$ cat config.mk
export PLATFORM = sky130hd
export DESIGN_NAME = bcd_timer_entry
export DESIGN_NICKNAME = d
export VERILOG_FILES = /design/src/rtl/bcd_timer_entry.sv
export SDC_FILE = /design/constraint.sdc
export NUM_CORES = 1
export LEC_CHECK = 0
export BUFFER_PORTS_ARGS = -buffer_cell sky130_fd_sc_hd__clkbuf_2
export CAP_MARGIN = 20
export CORE_UTILIZATION = 50
export DETAILED_ROUTE_END_ITERATION = 6
export GPL_TIMING_DRIVEN = 0
export PLACE_DENSITY = 0.71
export SLEW_MARGIN = 5
export SYNTH_ARGS = -nofsm -noshare
export SYNTH_HDL_FRONTEND = slang
export SYNTH_SLANG_ARGS = --single-unit
$ cat constraint.sdc
create_clock -name clk -period 3.92 [get_ports clk]
set_input_delay 0.784 -clock clk [delete_from_list [all_inputs] [get_ports clk]]
set_output_delay 0.784 -clock clk [all_outputs]
set_load 0.005 [all_outputs]
$ cat src/rtl/bcd_timer_entry.sv
// bcd_timer_entry: keypad-loaded 3-digit BCD countdown timer (M:SS) feeding the display driver.
// Optional QUICK_START_EN: start at 0:00 loads 0:30, start while running adds 30 s (saturating at 9:59).
module bcd_timer_entry #(
  parameter int TICKS_PER_SEC = 1
) (
  input  logic       clk,
  input  logic       rst_n,
  input  logic       key_valid,
  input  logic [3:0] key_code,
  input  logic       start,
  input  logic       stop_clear,
  input  logic       tick_in,
  output logic [3:0] min_out,
  output logic [3:0] dseg_out,
  output logic [3:0] seg_out,
  output logic       running,
  output logic       done
);
  typedef enum logic [1:0] {ENTRY, RUN, PAUSE} state_t;
  state_t      state_q, state_d;
  logic [11:0] tm_q, tm_d, run_t;
  logic [9:0]  pre_q, pre_d;
  logic        done_q, done_d, wrap;
  // Folds an over-range tens digit into minutes; 9:6x and above clamp to 9:59.
  function automatic logic [11:0] carry(input logic [11:0] t);
    return t[7:4] > 4'd5 ? (t[11:8] == 4'd9 ? 12'h959 : {t[11:8] + 4'd1, t[7:4] - 4'd6, t[3:0]}) : t;
  endfunction
  function automatic logic [11:0] dec(input logic [11:0] t);
    return t[3:0] != 4'd0 ? {t[11:4], t[3:0] - 4'd1} :
           t[7:4] != 4'd0 ? {t[11:8], t[7:4] - 4'd1, 4'd9} :
           t[11:8] != 4'd0 ? {t[11:8] - 4'd1, 8'h59} : t;
  endfunction
`ifdef QUICK_START_EN
  function automatic logic [11:0] add30(input logic [11:0] t);
    return carry({t[11:8], t[7:4] + 4'd3, t[3:0]});
  endfunction
`endif
  assign wrap = tick_in && pre_q == 10'(TICKS_PER_SEC - 1);
  always_comb begin
    state_d = state_q;
    tm_d    = tm_q;
    pre_d   = pre_q;
    done_d  = 1'b0;
    run_t   = wrap ? dec(tm_q) : tm_q;
`ifdef QUICK_START_EN
    if (start) run_t = add30(run_t);
`endif
    if (state_q == ENTRY) begin
      if (stop_clear) tm_d = 12'h000;
      else if (start) begin
        if (tm_q != 12'h000) begin
          tm_d    = carry(tm_q);
          state_d = RUN;
          pre_d   = 10'd0;
        end
`ifdef QUICK_START_EN
        else begin
          tm_d    = 12'h030;
          state_d = RUN;
          pre_d   = 10'd0;
        end
`endif
      end else if (key_valid && key_code <= 4'd9) tm_d = {tm_q[7:0], key_code};
    end else if (state_q == RUN) begin
      if (stop_clear) state_d = PAUSE;
      else begin
        tm_d  = run_t;
        pre_d = tick_in ? (wrap ? 10'd0 : pre_q + 10'd1) : pre_q;
        if (wrap && run_t == 12'h000) begin
          done_d  = 1'b1;
          state_d = ENTRY;
        end
      end
    end else begin
      if (stop_clear) begin
        tm_d    = 12'h000;
        state_d = ENTRY;
        pre_d   = 10'd0;
      end else if (start) state_d = RUN;
    end
  end
  always_ff @(posedge clk or negedge rst_n) begin
    if (!rst_n) begin
      state_q <= ENTRY;
      tm_q    <= 12'h000;
      pre_q   <= 10'd0;
      done_q  <= 1'b0;
    end else begin
      state_q <= state_d;
      tm_q    <= tm_d;
      pre_q   <= pre_d;
      done_q  <= done_d;
    end
  end
  assign min_out  = tm_q[11:8];
  assign dseg_out = tm_q[7:4];
  assign seg_out  = tm_q[3:0];
  assign running  = state_q == RUN;
  assign done     = done_q;
endmodule

Word-level counts from Yosys, hierarchy flattened
Cells that the tools add are included.
{"block": "word_totals", "regBits": 25, "latch_bits": 0, "ram_bits": 0, "rom_bits": 0, "inputBits": 10, "out_inout_bits": 14, "wordCells": 78, "mem_count": 0}
{"block": "op_classes", "addsub": 6, "multipliers": 0, "n_div": 0, "magnitude_cmp": 2, "n_eq_ne": 12, "n_shift": 0, "muxes": 36, "n_bitwise": 0, "n_reduce_logical": 17}
{"cell": "$mux W12", "count": 14}
{"cell": "$mux W10", "count": 9}
{"cell": "$mux W2", "count": 9}
{"cell": "$ne A4 B3 Y1 const B", "count": 4}
{"cell": "$logic_not A12 Y1", "count": 1}
{"cell": "$reduce_and A6 Y1", "count": 2}
{"cell": "$reduce_bool A12 Y1", "count": 1}
{"cell": "$reduce_bool A4 Y1", "count": 3}
{"cell": "$sub A4 B1 Y4 const B", "count": 3}
{"cell": "$add A10 B1 Y10 const B", "count": 1}
{"cell": "$logic_not A10 Y1", "count": 1}
{"cell": "$reduce_and A5 Y1", "count": 2}
{"cell": "$reduce_bool A3 Y1", "count": 3}
{"cell": "$ne A2 B2 Y1 const B", "count": 3}
{"cell": "$add A4 B1 Y4 const B", "count": 1}
{"cell": "$eq A4 B4 Y1 const B", "count": 1}
{"cell": "$gt A4 B3 Y1 const B", "count": 1}
{"cell": "$le A4 B4 Y1 const B", "count": 1}
{"cell": "$mux W1", "count": 4}
{"cell": "$ne A4 B2 Y1 const B", "count": 1}
{"cell": "$sub A4 B3 Y4 const B", "count": 1}
{"cell": "$logic_and A1 B1 Y1", "count": 3}
{"cell": "$ne A3 B2 Y1 const B", "count": 1}
{"cell": "$eq A2 B1 Y1 const B", "count": 1}
{"cell": "2 further kinds", "count": 2}

Logic depth before layout (Yosys ltp)
{"block": "logic_depth", "ltp_word": 11, "depth_mapped": 9, "depth_no_buf": 8}

Least setup slack after synthesis
OpenSTA, ideal clock, no wires.
{"block": "synth_path", "kind": "register to register", "start": "reg tm_q[0]", "end": "reg state_q[0]", "setup_ns": 0.122, "arrival_time_ns": 2.472, "required_ns": 3.798, "slack_ns": 1.325, "path_stages_with_launch": 9, "n_path_buf": 0, "synth_period_minus_slack_ns": 2.595, "path_cell_list": "dfrtp_1 > inv_1 > ha_1 > or3b_4 > or4_4 > or3_1 > a211oi_2 > nand4_2 > o2bb2ai_1"}
{"block": "synth_via", "elab_chain_cells": 8, "word_cells_on_any_way": 12, "classes_between": "add/sub: 1; eq/ne: 2; mux: 4; reduce/logical: 5"}
{"item": "start: declaration", "line": "21", "source": "logic [11:0] tm_q, tm_d, run_t;"}
{"item": "start signal: assignment", "line": "90", "source": "tm_q <= tm_d;"}
{"item": "parallel branches: the longest is 7 deep, another holds $sub A4 B1 Y4"}
{"item": "$reduce_and A5 Y1 (no source line) *"}
{"item": "end signal: assignment", "line": "89", "source": "state_q <= state_d;"}
{"item": "end: declaration", "line": "20", "source": "state_t state_q, state_d;"}
Mark *: on every way between the ends.
A chain may end at the register's enable or synchronous reset.

Worst setup path after layout
{"block": "layout_path", "start": "reg tm_q[0]", "end": "reg pre_q[2]"}
{"block": "layout_via", "elab_chain_cells": 3}
{"item": "$reduce_bool A12 Y1", "line": "51", "source": "if (tm_q != 12'h000) begin"}
{"item": "$ne A2 B1 Y1 (no source line)"}
{"item": "$reduce_and A6 Y1 (no source line)"}
{"item": "end signal: assignment", "line": "91", "source": "pre_q <= pre_d;"}
{"item": "end: declaration", "line": "22", "source": "logic [9:0] pre_q, pre_d;"}
No other way between the ends.

==> impl_results.md <==
- Status: complete, no violations
- Critical path class: flop to flop
- Initial Util: 0.537
- Core footprint: 3770 sq um
- Hold slack: 0.503 ns
- Net Sw Frac: 0.498
- Yosys reg bits: 25
- Die area: 4310 sq um
- Total grt overflow: 0
- Clk slew on worst S/H paths: 0.10 ns
- Met2 Track Usage GR: 0.415
- Worst reg2reg setup slack: 0.84 ns
- Count of pins over their slew limit: 0
- Final min period: 3.08 ns
- GRT busiest layer: met2
- Ys async rst share: 1.00
- Period Utilization, post-route: 0.786
- Ranking of synthesized cells by area: dfrtp_1, o21ai_0, ha_1
- Part of the power in registers: 0.279
- Die height: 65.7 um
- Setup crit end kind: flop
- Reg2Reg Launch Point: tm_q[0]
- Hold Crit Class: flop to flop
- H-tree levels: 1
- Top Ports: 24
- Number of synthesized flops with an enable pin: 0
- Sequential element share of the synthesized area: 0.309
- RSZ-0062 raised after global routing: no
- Top cell type by total area after synthesis: dfrtp_1
- CTS tree: built
- Syn Inst Count: 249
- Fmax: 325 MHz
- Total negative slack: 0 ns
- P&R area growth vs syn: 11.3%
- Clock buffer depth: 2
- Clock root buffer: clkbuf_8
- Layout cells sized above 1: 0.166
- R2R Path End: pre_q[2]
- Total power: 1.58 mW
- Ys Warns: 0
- Met3 Use GR: 0.0313
- Combinational Power Share: 0.616
- Relative slew margins: 0.503
- Slew @ Worst Pin: 0.743 ns
- Startpoint types: flop
- Critical path required time: 4.13 ns
- DRT Pass-1 Iters: 5
- Reg2reg path depth: 9
- Vias per cell: 6.20
- Die extent in x: 65.7 um
- Hold-fix buffers at CTS: 0
- Met1 Track Usage GR: 0.405
- Critical Path AT: 3.29 ns
- Port Buf Inserts: 23
- Syn Nets: 272
- Finish-stage setup viols: 0
- Post-layout util: 0.598
- Maxcap violations: 0
- Initial antenna violation count: 0
- Post-CTS sizing: 0
- PD cells: 699 nW/um^2
- Ant. Diodes: 0
- Clk sinks: 25
- Clk_skew: 0.00389 ns
- Routed Wire Length: 5360 um
- Nets: 301
- CP max FO: 10
- Post-CTS Setup Inserts: 0
- Post-DRT Antenna Nets: 0
- Largest net degree at the start of global routing: 26
- Net load switching power: 785 uW
- Final Hold Vio Count: 0
- # rows: 22
- Final GP Congestion: 0.997
- Main synth FF type: dfrtp_1
- DRC: 0
- HPWL after detailed placement: 3970 um
- Maximum VDD drop: 0.381 mV
- Static Leak: 0.998 nW
- First-pass GRT wire length: 8850 um
- Worst skew pair latency: 0.28 ns
- Mapped Area: 2030 sq um
- GRT Total Usage: 0.272
- CTS Buf Count: 3
- Worst Setup EP: pre_q[2]
- Drt initial violations: 135
- Vias: 2014
- Yosys cell types: 55
- Wire per inst: 16.5 um
- Post-synthesis average cell area: 8.14 sq um
- Clock group share of total power: 0.105
- Internal power: 792 uW
- CP Launch Point: tm_q[0]
- Top-area cell type share of the netlist area: 0.309
- Number of global-route vias before repair: 1833
==> layout make-up <==
| type | count | area, sq um |
|---|---|---|
| inverter | 16 | 60.1 |
| sequential | 25 | 626 |
| tap | 48 | 60.1 |
| clock inverter | 1 | 7.51 |
| clock buffer | 3 | 41.3 |
| fill | 354 | 1520 |
| buffer | 11 | 71.3 |
| multi-input combinational | 197 | 1270 |
| timing repair buffer | 24 | 120 |
==> metal layers <==
metal  routed length [um]  share of wire
met5                    0              0
met4                   64          0.012
met3                  323          0.060
met2                 2320           0.43
met1                 2650           0.49
==> Yosys cell counts, types with 6 or more instances <==
master / number
a2bb2oi_1: 6
dfrtp_1: 25
ha_1: 13
nand3_1: 7
inv_1: 15
nor2_1: 15
o21ai_0: 34
a21oi_1: 17
nand2_1: 26
nor4_1: 6
and3_1: 6
==> sequential cells by signal (all words and copies together), names as in the netlist <==
| name | flops |
|---|---|
| done | 1 |
| pre_q | 10 |
| tm_q | 12 |
| state_q | 2 |
==> power groups by stage <==
stage | combinational, mW | sequential [mW] | clock (mW)
after CTS | 0.959 | 0.437 | 0.171
final | 0.971 | 0.440 | 0.166
after global placement | 0.946 | 0.441 | 0
after global routing | 1.09 | 0.451 | 0.178
after detailed placement | 0.953 | 0.443 | 0
after floorplan | 0.701 | 0.416 | 0
==> worst min path at each step <==
stage,slack [ns],depth (start not counted),start,endpoint
6_report,0.50,1,pre_q[9],pre_q[9]
5_1_grt,0.53,1,pre_q[9],pre_q[9]
4_1_cts,0.50,1,pre_q[9],pre_q[9]
3_5_place_dp,0.48,1,pre_q[9],pre_q[9]
3_3_place_gp,0.48,1,pre_q[9],pre_q[9]
2_1_floorplan,0.45,1,pre_q[9],pre_q[9]
==> worst max-delay path: stages, from the launching register on <==
cell      delay (ns)
dfrtp_1         0.48
inv_1           0.15
ha_1            0.27
nor3b_1         0.65
nand3_1         0.31
a31o_2          0.32
a21oi_1         0.22
clkbuf_1        0.36
o21ai_0         0.14
o21ai_0         0.09
==> kinds of logic after synthesis <==
group | after synthesis | synth area share
xor+xnor | 3 | 0.0130
flops | 25 | 0.309
mux | 3 | 0.0154
buf+inv | 27 | 0.0648
fa+ha+maj | 13 | 0.0803
simple gates | 91 | 0.249
compound gates | 87 | 0.269
==> cells in the final DEF, fill, tap and decap left out, types with 3 or more instances in the layout <==
cell type,count
nand3_1,7
nor4_1,6
inv_1,15
nand4_1,3
o21a_1,3
nand2_1,26
o211ai_1,3
dfrtp_1,25
o21ai_0,34
buf_6,3
nor3_1,5
clkbuf_8,3
clkbuf_2,23
nor2_1,15
a2bb2oi_1,6
clkbuf_1,4
buf_2,4
nor3b_1,4
ha_1,13
and2_1,3
a31oi_1,5
o31ai_1,4
and3_1,6
a21oi_1,17
==> through the flow <==
| stage | worst slack [ns] | cells | instance area (sq um) |
|---|---|---|---|
| 3_3_place_gp | 0.795 | 320 | 2200 |
| 2_1_floorplan | 1.33 | 249 | 2030 |
| 6_report | 0.840 | 325 | 2250 |
| 4_1_cts | 0.839 | 325 | 2250 |
| 3_5_place_dp | 0.871 | 321 | 2210 |
| 5_1_grt | 0.518 | 325 | 2250 |
No activity file was read; power rests on OpenSTA's default activity.
